===== src/rtl/ahb_lite_interconnect_dec_pkg.sv =====
// Shared AHB-Lite definitions for the interconnect decoder: transfer and
// response encodings, the default-slave state enum, the default slave map
// and the registered data-phase select type.
package ahb_pkg;

  localparam logic [1:0] HTRANS_IDLE   = 2'b00;
  localparam logic [1:0] HTRANS_BUSY   = 2'b01;
  localparam logic [1:0] HTRANS_NONSEQ = 2'b10;
  localparam logic [1:0] HTRANS_SEQ    = 2'b11;

  localparam logic HRESP_OKAY  = 1'b0;
  localparam logic HRESP_ERROR = 1'b1;

  typedef enum logic [1:0] {
    DS_IDLE = 2'b00,
    DS_ERR1 = 2'b01,
    DS_ERR2 = 2'b10
  } dflt_state_e;

  localparam int DEF_N_SLV = 4;
  localparam logic [DEF_N_SLV*32-1:0] DEF_SLV_BASE =
    {32'h4000_0000, 32'h2000_0000, 32'h1000_0000, 32'h0000_0000};
  localparam logic [DEF_N_SLV*32-1:0] DEF_SLV_MASK = {DEF_N_SLV{32'hF000_0000}};

  // Data-phase owner: a real slot index, or the internal default slave
  typedef struct packed {
    logic       isDflt;
    logic [3:0] idx;
  } sel_t;

  // NONSEQ and SEQ both carry HTRANS[1]; IDLE and BUSY never need a response
  function automatic logic isActiveTrans(input logic [1:0] htrans);
    return htrans[1];
  endfunction

endpackage


===== src/rtl/ahb_lite_interconnect_dec_if.sv =====
// Bus bundle between the single AHB-Lite master side and the decoder.
// The master modport is the view of whatever drives the bus and the slave
// array; the slave modport is the decoder's own view.
interface ahb_lite_interconnect_dec_if #(
  parameter int N_SLV  = 4,
  parameter int ADDR_W = 32,
  parameter int DATA_W = 32
);
  logic [ADDR_W-1:0]       HADDR;
  logic [1:0]              HTRANS;
  logic                    HREADY;
  logic [N_SLV-1:0]        HSELx;
  logic [N_SLV*DATA_W-1:0] HRDATA_S;
  logic [N_SLV-1:0]        HREADYOUT_S;
  logic [N_SLV-1:0]        HRESP_S;
  logic [DATA_W-1:0]       HRDATA;
  logic                    HREADYOUT;
  logic                    HRESP;

  modport master (
    output HADDR, HTRANS, HREADY, HRDATA_S, HREADYOUT_S, HRESP_S,
    input  HSELx, HRDATA, HREADYOUT, HRESP
  );

  modport slave (
    input  HADDR, HTRANS, HREADY, HRDATA_S, HREADYOUT_S, HRESP_S,
    output HSELx, HRDATA, HREADYOUT, HRESP
  );
endinterface


===== src/rtl/ahb_lite_interconnect_dec_default_slave.sv =====
// Internal default slave: answers every active transfer to unmapped space
// with the two-cycle AHB ERROR response and flags the first cycle on dsError.
module ahb_default_slave
  import ahb_pkg::*;
(
  input  logic HCLK,
  input  logic HRESET,
  input  logic errTrigger,
  output logic dsReadyOut,
  output logic dsResp,
  output logic dsError
);

  dflt_state_e state;

  // Step through IDLE -> ERR1 -> ERR2 with the response outputs registered alongside the state
  always_ff @(posedge HCLK) begin
    if (HRESET) begin
      state      <= DS_IDLE;
      dsReadyOut <= 1'b1;
      dsResp     <= HRESP_OKAY;
      dsError    <= 1'b0;
    end else begin
      case (state)
        DS_ERR1: begin
          state      <= DS_ERR2;
          dsReadyOut <= 1'b1;
          dsResp     <= HRESP_ERROR;
          dsError    <= 1'b0;
        end
        DS_IDLE, DS_ERR2: begin
          if (errTrigger) begin
            state      <= DS_ERR1;
            dsReadyOut <= 1'b0;
            dsResp     <= HRESP_ERROR;
            dsError    <= 1'b1;
          end else begin
            state      <= DS_IDLE;
            dsReadyOut <= 1'b1;
            dsResp     <= HRESP_OKAY;
            dsError    <= 1'b0;
          end
        end
        default: begin
          state      <= DS_IDLE;
          dsReadyOut <= 1'b1;
          dsResp     <= HRESP_OKAY;
          dsError    <= 1'b0;
        end
      endcase
    end
  end

endmodule


===== src/rtl/ahb_lite_interconnect_dec.sv =====
// AHB-Lite address decoder and response multiplexer for N_SLV slaves.
// Address-phase decode drives HSELx, the data-phase owner is registered in
// selQ, and unmapped transfers are answered by ahb_default_slave.
// Optional error address log enabled by defining AHB_DEC_ERRLOG_EN.
module ahb_lite_interconnect_dec
  import ahb_pkg::*;
#(
  parameter int N_SLV  = 4,
  parameter int ADDR_W = 32,
  parameter int DATA_W = 32,
  parameter logic [N_SLV*ADDR_W-1:0] SLV_BASE = DEF_SLV_BASE,
  parameter logic [N_SLV*ADDR_W-1:0] SLV_MASK = DEF_SLV_MASK
) (
  input  logic                HCLK,
  input  logic                HRESET,
  ahb_lite_interconnect_dec_if.slave bus,
  input  logic                ERR_CLR,
  output logic                HERROR,
  output logic [ADDR_W-1:0]   ERR_ADDR,
  output logic                ERR_VALID
);

  logic       addrHit;
  logic [3:0] hitIdx;
  logic       errTrigger;
  sel_t       selQ;
  logic       dsReadyOut;
  logic       dsResp;
  logic       dsError;
  logic       unusedTransLsb;

  assign unusedTransLsb = bus.HTRANS[0];

  // Priority decode: scan from the top so the lowest matching slot is written last and wins
  always_comb begin
    addrHit   = 1'b0;
    hitIdx    = '0;
    bus.HSELx = '0;
    for (int i = N_SLV - 1; i >= 0; i--) begin
      if ((bus.HADDR & SLV_MASK[i*ADDR_W +: ADDR_W]) ==
          (SLV_BASE[i*ADDR_W +: ADDR_W] & SLV_MASK[i*ADDR_W +: ADDR_W])) begin
        addrHit = 1'b1;
        hitIdx  = i[3:0];
      end
    end
    for (int i = 0; i < N_SLV; i++) begin
      bus.HSELx[i] = addrHit && (hitIdx == i[3:0]);
    end
  end

  assign errTrigger = bus.HREADY && !addrHit && isActiveTrans(bus.HTRANS);

  // Capture the data-phase owner whenever the bus accepts an address phase
  always_ff @(posedge HCLK) begin
    if (HRESET) begin
      selQ <= {1'b1, 4'd0};
    end else if (bus.HREADY) begin
      selQ <= {!addrHit, hitIdx};
    end
  end

  ahb_default_slave u_default_slave (
    .HCLK       (HCLK),
    .HRESET     (HRESET),
    .errTrigger (errTrigger),
    .dsReadyOut (dsReadyOut),
    .dsResp     (dsResp),
    .dsError    (dsError)
  );

  assign HERROR = dsError;

  // Return the data-phase owner's response; the default slave never returns read data
  always_comb begin
    bus.HRDATA    = '0;
    bus.HREADYOUT = dsReadyOut;
    bus.HRESP     = dsResp;
    if (!selQ.isDflt) begin
      for (int i = 0; i < N_SLV; i++) begin
        if (selQ.idx == i[3:0]) begin
          bus.HRDATA    = bus.HRDATA_S[i*DATA_W +: DATA_W];
          bus.HREADYOUT = bus.HREADYOUT_S[i];
          bus.HRESP     = bus.HRESP_S[i];
        end
      end
    end
  end

`ifdef AHB_DEC_ERRLOG_EN
  logic              errValidQ;
  logic [ADDR_W-1:0] errAddrQ;

  // Keep the first failing address until cleared; a capture coinciding with a clear takes the new address
  always_ff @(posedge HCLK) begin
    if (HRESET) begin
      errValidQ <= 1'b0;
      errAddrQ  <= '0;
    end else if (errTrigger && (!errValidQ || ERR_CLR)) begin
      errValidQ <= 1'b1;
      errAddrQ  <= bus.HADDR;
    end else if (ERR_CLR) begin
      errValidQ <= 1'b0;
    end
  end

  assign ERR_VALID = errValidQ;
  assign ERR_ADDR  = errAddrQ;
`else
  logic unusedErrClr;
  assign unusedErrClr = ERR_CLR;
  assign ERR_VALID    = 1'b0;
  assign ERR_ADDR     = '0;
`endif

endmodule


===== src/flat_wrapper.sv =====
// flat-port wrapper written by rule: the top's interface ports become plain ports
module ahb_lite_interconnect_dec_flat import ahb_pkg::*;
#(
  parameter int N_SLV  = 4,
  parameter int ADDR_W = 32,
  parameter int DATA_W = 32,
  parameter logic [N_SLV*ADDR_W-1:0] SLV_BASE = DEF_SLV_BASE,
  parameter logic [N_SLV*ADDR_W-1:0] SLV_MASK = DEF_SLV_MASK
)
  (HCLK, HRESET, ERR_CLR, HERROR, ERR_ADDR, ERR_VALID, bus_HADDR, bus_HTRANS, bus_HREADY, bus_HRDATA_S, bus_HREADYOUT_S, bus_HRESP_S, bus_HSELx, bus_HRDATA, bus_HREADYOUT, bus_HRESP);
  ahb_lite_interconnect_dec_if #(.N_SLV(N_SLV), .ADDR_W(ADDR_W), .DATA_W(DATA_W)) bus_i ();
  input  logic HCLK;
  input  logic HRESET;
  input  logic ERR_CLR;
  output logic HERROR;
  output logic [ADDR_W-1:0] ERR_ADDR;
  output logic ERR_VALID;
  input wire logic [$bits(bus_i.HADDR)-1:0] bus_HADDR;
  input wire logic [$bits(bus_i.HTRANS)-1:0] bus_HTRANS;
  input wire logic [$bits(bus_i.HREADY)-1:0] bus_HREADY;
  input wire logic [$bits(bus_i.HRDATA_S)-1:0] bus_HRDATA_S;
  input wire logic [$bits(bus_i.HREADYOUT_S)-1:0] bus_HREADYOUT_S;
  input wire logic [$bits(bus_i.HRESP_S)-1:0] bus_HRESP_S;
  output wire logic [$bits(bus_i.HSELx)-1:0] bus_HSELx;
  output wire logic [$bits(bus_i.HRDATA)-1:0] bus_HRDATA;
  output wire logic [$bits(bus_i.HREADYOUT)-1:0] bus_HREADYOUT;
  output wire logic [$bits(bus_i.HRESP)-1:0] bus_HRESP;
  assign bus_i.HADDR = bus_HADDR;
  assign bus_i.HTRANS = bus_HTRANS;
  assign bus_i.HREADY = bus_HREADY;
  assign bus_i.HRDATA_S = bus_HRDATA_S;
  assign bus_i.HREADYOUT_S = bus_HREADYOUT_S;
  assign bus_i.HRESP_S = bus_HRESP_S;
  assign bus_HSELx = bus_i.HSELx;
  assign bus_HRDATA = bus_i.HRDATA;
  assign bus_HREADYOUT = bus_i.HREADYOUT;
  assign bus_HRESP = bus_i.HRESP;
  ahb_lite_interconnect_dec #(.N_SLV(N_SLV), .ADDR_W(ADDR_W), .DATA_W(DATA_W), .SLV_BASE(SLV_BASE), .SLV_MASK(SLV_MASK)) u_core (.HCLK(HCLK), .HRESET(HRESET), .bus(bus_i), .ERR_CLR(ERR_CLR), .HERROR(HERROR), .ERR_ADDR(ERR_ADDR), .ERR_VALID(ERR_VALID));
endmodule

===== config.mk =====
export PLATFORM = sky130hd
export DESIGN_NAME = ahb_lite_interconnect_dec_flat
export DESIGN_NICKNAME = d
export VERILOG_FILES = /design/src/rtl/ahb_lite_interconnect_dec_pkg.sv /design/src/rtl/ahb_lite_interconnect_dec_if.sv /design/src/rtl/ahb_lite_interconnect_dec_default_slave.sv /design/src/rtl/ahb_lite_interconnect_dec.sv /design/src/flat_wrapper.sv
export SDC_FILE = /design/constraint.sdc
export NUM_CORES = 1
export LEC_CHECK = 0
export CELL_PAD_IN_SITES_DETAIL_PLACEMENT = 1
export CELL_PAD_IN_SITES_GLOBAL_PLACEMENT = 2
export CORE_AREA = 3 3 131 133
export CTS_CLUSTER_SIZE = 28
export DETAILED_ROUTE_END_ITERATION = 12
export DIE_AREA = 0 0 134 136
export HOLD_SLACK_MARGIN = 0.02
export PLACE_DENSITY_LB_ADDON = 0.1
export REMOVE_ABC_BUFFERS = 1
export SLEW_MARGIN = 20
export SYNTH_ARGS = -nofsm -noshare
export SYNTH_HDL_FRONTEND = slang
export SYNTH_SLANG_ARGS = --single-unit

===== constraint.sdc =====
create_clock -name HCLK -period 1.75 [get_ports HCLK]
set_clock_uncertainty 0.15 [all_clocks]
set_input_delay 0.4375 -clock HCLK [delete_from_list [all_inputs] [get_ports HCLK]]
set_output_delay 0.4375 -clock HCLK [all_outputs]
set_load 0.02 [all_outputs]

### Yosys cells after proc, flatten, opt, wreduce, memory -nomap -nowiden

Index checks and enable logic that the tools add are counted.

* flip-flop bits (word level): 10
* input port bits: 174
* output and inout bits: 72
* logic and storage cells: 59

* equality and inequality tests: 11
* mux-type cells: 28
* bitwise operators: 1
* reductions and logical operators: 13

Operators with widths (count)
* two-way mux 32 bit: 5
* zero test 32 bit: 1
* == test 4 x 2 -> 1 bit, second input constant: 5
* two-way mux 1 bit: 17
* == test 4 x 1 -> 1 bit, second input constant: 3
* two-way mux 4 bit: 3
* zero test 4 bit: 2
* logical AND 1 bit: 6
* == test 4 x 3 -> 1 bit, second input constant: 1
* case mux 2 bit (2 select lines): 1
* OR reduction 2 bit: 2
* == test 2 x 1 -> 1 bit, second input constant: 1
* == test 2 bit, second input constant: 1
* zero test 2 bit: 1
* two-way mux 2 bit: 1
* case mux 1 bit (2 select lines): 1
* zero test 1 bit: 1
* NOT 1 bit: 1

### Depth between registers and ports, before layout

Gate-level depths: netlist (run 1).

* depth in word-level cells: 10
* gate-level depth with buffers: 4

### Modules after synthesis

A second synthesis (run 1) with hierarchy kept.

* cells, all modules: 149
* area total of the unflattened synthesis: 1660.3 um^2

Modules (own cells, without submodules)
* ahb_lite_interconnect_dec: times used 1, cells an instance 137, area each 1517.7 um^2, sequential area each 60.1 um^2
* ahb_default_slave: times used 1, cells an instance 12, area each 142.6 um^2, sequential area each 100.1 um^2

### Worst setup path before layout (run 1)

Ideal clock, no wire load.

* kind: input to output
* start: input port bus_HADDR[31]
* end: output port bus_HSELx[3]
* data arrival time: 1320 ps
* required time: 1162 ps
* slack: -157 ps
* stages on the path: 1
* path buffers: 0
* cell sequence: nor4b_1

* longest elaborated chain between the ends: 7
* elaborated cells between the ends (all ways): 14
* classes of those cells: 4 x eq/ne; 8 x mux; 2 x reduce/logical

Ends and longest elaborated chain
* from (decl): RTL line flat_wrapper.sv:18 `input wire logic [$bits(bus_i.HADDR)-1:0] bus_HADDR;`
* == test 4 x 3 -> 1 bit: RTL line ahb_lite_interconnect_dec.sv:40 `if ((bus.HADDR & SLV_MASK[i*ADDR_W +: ADDR_W]) ==`
* two-way mux 2 bit: RTL line ahb_lite_interconnect_dec.sv:40
* two-way mux 4 bit (3 in a row): RTL line ahb_lite_interconnect_dec.sv:40
* == test 4 x 2 -> 1 bit: RTL line ahb_lite_interconnect_dec.sv:47 `bus.HSELx[i] = addrHit && (hitIdx == i[3:0]);`
* logical AND 1 bit (*): RTL line ahb_lite_interconnect_dec.sv:47
* to (decl): RTL line flat_wrapper.sv:24 `output wire logic [$bits(bus_i.HSELx)-1:0] bus_HSELx;`

Every way passes the cells marked *; elsewhere a longest branch is shown, timed or not.

### Worst setup path after layout (run 1)

* start: register u_core.selQ[0] (netlist name)
* end: output port bus_HREADYOUT

* longest elaborated chain between the ends: 6
* elaborated cells between the ends (all ways): 9
* classes of those cells: 3 x eq/ne; 5 x mux; 1 x reduce/logical

Ends and longest elaborated chain
* from (decl): RTL line ahb_lite_interconnect_dec.sv:26 `sel_t selQ;`
* from (signal assigned): RTL line ahb_lite_interconnect_dec.sv:56 `selQ <= {1'b1, 4'd0};`
* from (signal assigned): RTL line ahb_lite_interconnect_dec.sv:58 `selQ <= {!addrHit, hitIdx};`
* zero test 4 bit: RTL line ahb_lite_interconnect_dec.sv:80 `if (selQ.idx == i[3:0]) begin`
* two-way mux 1 bit (3 in a row): RTL line ahb_lite_interconnect_dec.sv:80
* two-way mux 1 bit (*): RTL line ahb_lite_interconnect_dec.sv:80
* two-way mux 1 bit (*): RTL line ahb_lite_interconnect_dec.sv:78 `if (!selQ.isDflt) begin`
* to (decl): RTL line flat_wrapper.sv:26 `output wire logic [$bits(bus_i.HREADYOUT)-1:0] bus_HREADYOUT;`

Marked as above.

==> results of run 1 <==
-- stage by stage --
step	setup WS [ps]	hold slack, ps	power (mW)	setup TNS, ps
after CTS	-586	333	1.28	-16870
after floorplan	-1340	291	0.444	-42400
after global placement	-1010	322	0.894	-33880
final	-521	331	1.31	-15710
after detailed placement	-1020	329	0.898	-34100
after global routing	-565	355	1.38	-17700
-- path summary, 6_finish.rpt --
check                                                startpoint                               to  slack [ps]  cells after the start
worst max-delay path                             u_core.selQ[0]                    bus_HREADYOUT        -520                      4
worst min-delay path            u_core.u_default_slave.state[0]  u_core.u_default_slave.state[1]         330                      2
worst max register to register                   u_core.selQ[4]                   u_core.selQ[4]         540                      3
worst min register to register  u_core.u_default_slave.state[0]  u_core.u_default_slave.state[1]         330                      2
-- where the power goes --
part	internal, mW	switching [mW]	leakage (nW)
logic	0.488	0.255	1.67
clock network	0.294	0.0786	0.0370
registers	0.189	0.00685	0.0666
total	0.970	0.340	1.78
-- flip-flops by register name, summed over array words and instances (netlist names) --
register	cells
u_core.u_default_slave.dsReadyOut	1
u_core.u_default_slave.dsResp	1
u_core.selQ	3
u_core.u_default_slave.state	2
u_core.u_default_slave.dsError	1
-- final cells by class --
| class | count | area share [%] |
|---|---|---|
| clock buffer | 3 | 1.79 |
| sequential | 8 | 3.94 |
| multi-input combinational | 120 | 35.1 |
| inverter | 2 | 0.179 |
| tap | 216 | 6.46 |
| timing repair buffer | 212 | 52.5 |
-- cell usage after synthesis --
| cell | instances |
|---|---|
| mux2_2 | 2 |
| buf_4 | 33 |
| nand2b_1 | 3 |
| mux4_2 | 34 |
| o21bai_1 | 1 |
| dfxtp_1 | 8 |
| conb_1 | 1 |
| a21oi_1 | 2 |
| buf_2 | 4 |
| inv_1 | 2 |
| nor4bb_1 | 1 |
| o21ai_0 | 3 |
| nor2b_1 | 32 |
| maj3_1 | 1 |
| nor4b_1 | 3 |
| buf_6 | 4 |
| nor4_1 | 1 |
| nor3b_1 | 1 |
| o21ai_1 | 1 |
| clkbuf_1 | 3 |
| nor2_1 | 2 |
-- kinds of logic (layout without fill, tap and decap cells) --
kind of cell    after synthesis  count (layout)  synth area share [%]
compound gates                7               7                  2.33
fa+ha+maj                     1               1                 0.623
buf+inv                      46             217                  20.6
flops                         8               8                  9.96
mux                          36              36                  49.0
other cells                   1              33                 0.233
simple gates                 43              43                  17.2
-- worst max-delay path: stages, from the launching register on --
cell,delay (ps)
dfxtp_4,380
buf_12,140
mux4_2,510
mux2_4,290
buf_6,130
-- what timing repair did --
action / 4_1_cts / 5_1_grt
cloned: 1 / 0
buffers inserted: 4 / 2
pin swaps: 3 / 2
endpoints found under the setup margin: 45 / 37
resized for setup: 236 / 94
-- routing by layer --
metal	track usage, %	part of all wire, %
met1	11.2	40
met4	0.857	0.34
met2	17.4	49
met3	3.63	11
met5	0	0.14
==> impl_metrics.tcl, run 1 <==
set metrics [dict create \
    fin_crit_ps 2270 \
    die_y_um 136 \
    hpwl_mm 7.88 \
    syn-cell-area_um2 1610 \
    fin_area_um2 4190 \
    ir_drop_uv 237 \
    synth_seq_cells 8 \
    slew_violations 0 \
    io_pins 246 \
    drc 0 \
    rsz0062_at_grt "yes" \
    antenna_left 0 \
    clock-sinks 8 \
    n_antenna_cell 0 \
    grt_max_degree 23 \
    yosys-top-cells-area "mux4_2, buf_4, nor2b_1" \
    clk_latency_ps 230 \
    portBuffers 182 \
    core_um2 15900 \
    synth_warnings 0 \
    hold_path_class "flop to flop" \
    dieWidth_um 134 \
    antenna_found_initial 1 \
    syn_inst 142 \
    p_leak_nw 1.78 \
    grt_remaining_overflow 0 \
    hold_buffers 0 \
    viasPerCell 3.48 \
    root_buffer "clkbuf_16" \
    syn_to_final_growth_pct 160 \
    dieArea_um2 18200 \
    stdcell_count 561 \
    synth_cell_types 21 \
    num_rows 46 \
    dr.pass1.iters 3 \
    grt_first_pass_wirelength_mm 13.4 \
    dpl_cell_area_um2 3790 \
    initial_core_util_pct 10.1 \
    crit_fanout 7 \
    nNetsFinal 521 \
    status "complete, but fails checks" \
    wire_per_inst_um 16.5 \
    grt_pass1_vias 2154 \
    layout-drive-gt1-share_pct 40.3 \
    critPathRequiredTime_ps 1160 \
    hold_viol_final 0 \
    maxCapViolations 0 \
    fin_util_pct 26.3 \
    synth_area_leader_cell "mux4_2" \
    synth_top_cell_area_share_pct 47.6 \
    multiInputGateArea_um2 1470 \
    clkSlewWorstSetupHoldPaths_ps 30 \
    worstPathArrival_ps 1680 \
    cts_buffers 3 \
    criticalPathCategory "flop to primary output" \
    mostFrequentLayoutCells "clkdlybuf4s50_1, mux4_2, conb_1" \
    cts_tree "done" \
    cp-end-kind "primary output" \
    dr_total_vias 1951 \
    final_common_cell "clkdlybuf4s50_1" \
    postLayoutSetupSlackWorst_ps -521 \
    h-tree-depth 1 \
    cp-start-kind "flop" \
    violations "negative setup slack" \
    ys_seq_area_share_pct 9.96 \
    power.density_nw_per_um2 313 \
    fill_cells 1818 \
    synth_area_per_cell_um2 11.3 \
    grt.total_usage_pct 9.61 \
    clockBufferDepth 2 \
    drt_iter0_drc 25 \
    min_period_over_period_pct 130 \
    dp.cells 552 \
    timing.fmax_ghz 0.440 \
    place.gp.congestion 0.661 \
    ff_latch_area_um2 165 \
    setup-violations-final 34 \
    drt_wl_total_mm 9.24 \
]
(Power assumes the default switching activity.)
==> inputs of run 2 (changes only) <==
CORE_AREA = 2 2 130 132   (was 3 3 131 133)
DIE_AREA = 0 0 132 134   (was 0 0 134 136)
==> run 2 against run 1 <==
Compared with the run above:
- flip-flop and latch count stayed put
- first-iteration DRC count is 28% lower
- the flow still finishes with violations (negative setup slack)
- fmax is 1.0% lower
- register-to-register slack better by 70 ps
- clock power is 2% higher
- worst hold slack worse by 9.4 ps
- global-route usage is 0.46 points lower
- combinational power is 3.8% lower
- die area is 2.9% lower
==> impl_metrics.tcl, run 2 (same netlist as run 1, synthesis figures left out) <==
set metrics [dict create \
    rsz0062_at_grt "yes" \
    seqPwrFrac_pct 15.2 \
    multiInputGateArea_um2 1370 \
    slowest_stage "mux4_2" \
    largestRegisters "u_core.selQ (3), u_core.u_default_slave.state (2)" \
    dpl_cell_area_um2 3700 \
    syn_to_final_growth_pct 150 \
    hold_viol_final 0 \
    violations "negative setup slack" \
    grt_first_pass_wirelength_mm 12.6 \
    fin_area_um2 4020 \
    hpwl_mm 6.74 \
    antenna_found_initial 4 \
    criticalPathCategory "primary input to primary output" \
    grt.total_usage_pct 9.15 \
    rr_worst_depth 3 \
    crit_start "bus_HRESP_S[3]" \
    crit_family "multiplexers" \
    dr_total_vias 1915 \
    core_um2 16300 \
    p_clk_share_pct 29.4 \
    maxCapViolations 0 \
    ir_drop_uv 187 \
    hold_buffers 0 \
    slew_violations 0 \
    fill_cells 1872 \
    internal_power_mw 0.956 \
    hold_start "u_core.u_default_slave.state[0]" \
    dp.cells 551 \
    viasPerCell 3.33 \
    place.gp.congestion 0.678 \
    cp-end-kind "primary output" \
    drt_wl_total_mm 8.44 \
    wire_per_inst_um 14.7 \
    crit_chain "clkdlybuf4s50_1, mux4_2, mux2_2, buf_6" \
    initial_core_util_pct 9.87 \
    min_period_over_period_pct 131 \
    h-tree-depth 1 \
    cp-start-kind "primary input" \
    ff2ff_setup_slack_ps 610 \
    clock-sinks 8 \
    hold_path_class "flop to flop" \
    postLayoutSetupSlackWorst_ps -544 \
    final_common_cell "clkdlybuf4s50_1" \
    layout-drive-gt1-share_pct 38.5 \
    power.switching_mw 0.331 \
    grt_remaining_overflow 0 \
    comb_power_share_pct 55.4 \
    root_buffer "clkbuf_16" \
    clk_latency_ps 230 \
    grt_max_degree 25 \
    clkSlewWorstSetupHoldPaths_ps 40 \
    whs_endpoint "u_core.u_default_slave.state[1]" \
    stdcell_count 575 \
    worstPathArrival_ps 1710 \
    largest_register "u_core.selQ" \
    ff_latch_area_um2 166 \
    nNetsFinal 527 \
    crit_buf_inv 2 \
    portBuffers 182 \
    crit_fanout 1 \
    num_rows 47 \
    timing.fmax_ghz 0.436 \
    drt_iter0_drc 18 \
    clockBufferDepth 2 \
    r2r-start "u_core.u_default_slave.state[0]" \
    p_sw_share_pct 25.7 \
    largest_register_ff_count 3 \
    antenna_left 0 \
    setup-violations-final 34 \
    dr.pass1.iters 4 \
    rr_endpoint "u_core.u_default_slave.dsReadyOut" \
    dieWidth_um 132 \
    power.density_nw_per_um2 320 \
    pre_cts_ws_ps -954 \
    drc 0 \
    io_pins 246 \
    dieArea_um2 17700 \
    mostFrequentLayoutCells "clkdlybuf4s50_1, buf_4, mux4_2" \
    min_path_cells 2 \
    cpPeakStageDelay_ps 460 \
    grt_pass1_vias 2140 \
    critPathRequiredTime_ps 1160 \
    p_leak_nw 1.62 \
    cts_buffers 3 \
    die_y_um 134 \
    cts_tree "done" \
    fin_crit_ps 2290 \
    status "complete, but fails checks" \
]
-- run 2: cell types whose count changed in the layout (fill, tap and decap cells not counted), moves of 6 or more --
cell	delta
buf_2	+12
buf_4	+11
buf_6	-12
clkdlybuf4s50_1	+18
dlygate4sd2_1	-6
dlymetal6s2s_1	-12
nor2b_1	+11
nor2b_4	-11
-- run 2: worst max path at each step --
stage                                 to  slack (ps)  depth (start not counted)
after CTS                 bus_HRDATA[13]        -590                          6
after global routing       bus_HRDATA[7]        -590                          6
after global placement         bus_HRESP        -960                          4
final                          bus_HRESP        -540                          4
after floorplan            bus_HREADYOUT       -1340                          2
after detailed placement       bus_HRESP        -950                          4
-- run 2: power groups by stage --
stage,Sequential (mW),Combinational [mW],Clock (mW)
after CTS,0.195,0.716,0.391
after detailed placement,0.199,0.682,0
final,0.195,0.714,0.378
after global placement,0.199,0.678,0
after floorplan,0.216,0.228,0
after global routing,0.196,0.759,0.406
-- run 2: what timing repair did --
action	4_1_cts	5_1_grt
buffers inserted	16	2
cloned	3	0
resized for setup	244	34
pin swaps	4	1
setup endpoints to repair	45	38
-- run 2: area by class of cell --
class	instances	share of cell area (%)
timing repair buffer	218	52.5
multi-input combinational	120	34.2
tap	220	6.85
sequential	8	4.14
clock buffer	3	1.87
antenna	4	0.249
inverter	2	0.187
-- run 2: worst reg2reg max path: stages (launching register included) --
cell      delay (ps)
dfxtp_1          300
nor4bb_1         280
o21ai_1          150
buf_4            150
-- run 2: routing by layer --
metal	vias up	GRT usage (%)	wire (um)
met2	124	17.5	4420
met5	-	0	0
met3	4	3.21	842
li1	896	-	-
met4	0	1.03	49
met1	891	9.98	3130
-- run 2: stage by stage --
stage	setup TNS (ps)	hold slack (ps)	util [%]	total power [mW]
after floorplan	-42400	291	-	0.444
after global placement	-33620	320	22.7	0.878
after detailed placement	-33530	328	22.7	0.881
after CTS	-18200	333	24.5	1.30
after global routing	-18240	371	24.7	1.36
final	-16210	322	24.7	1.29
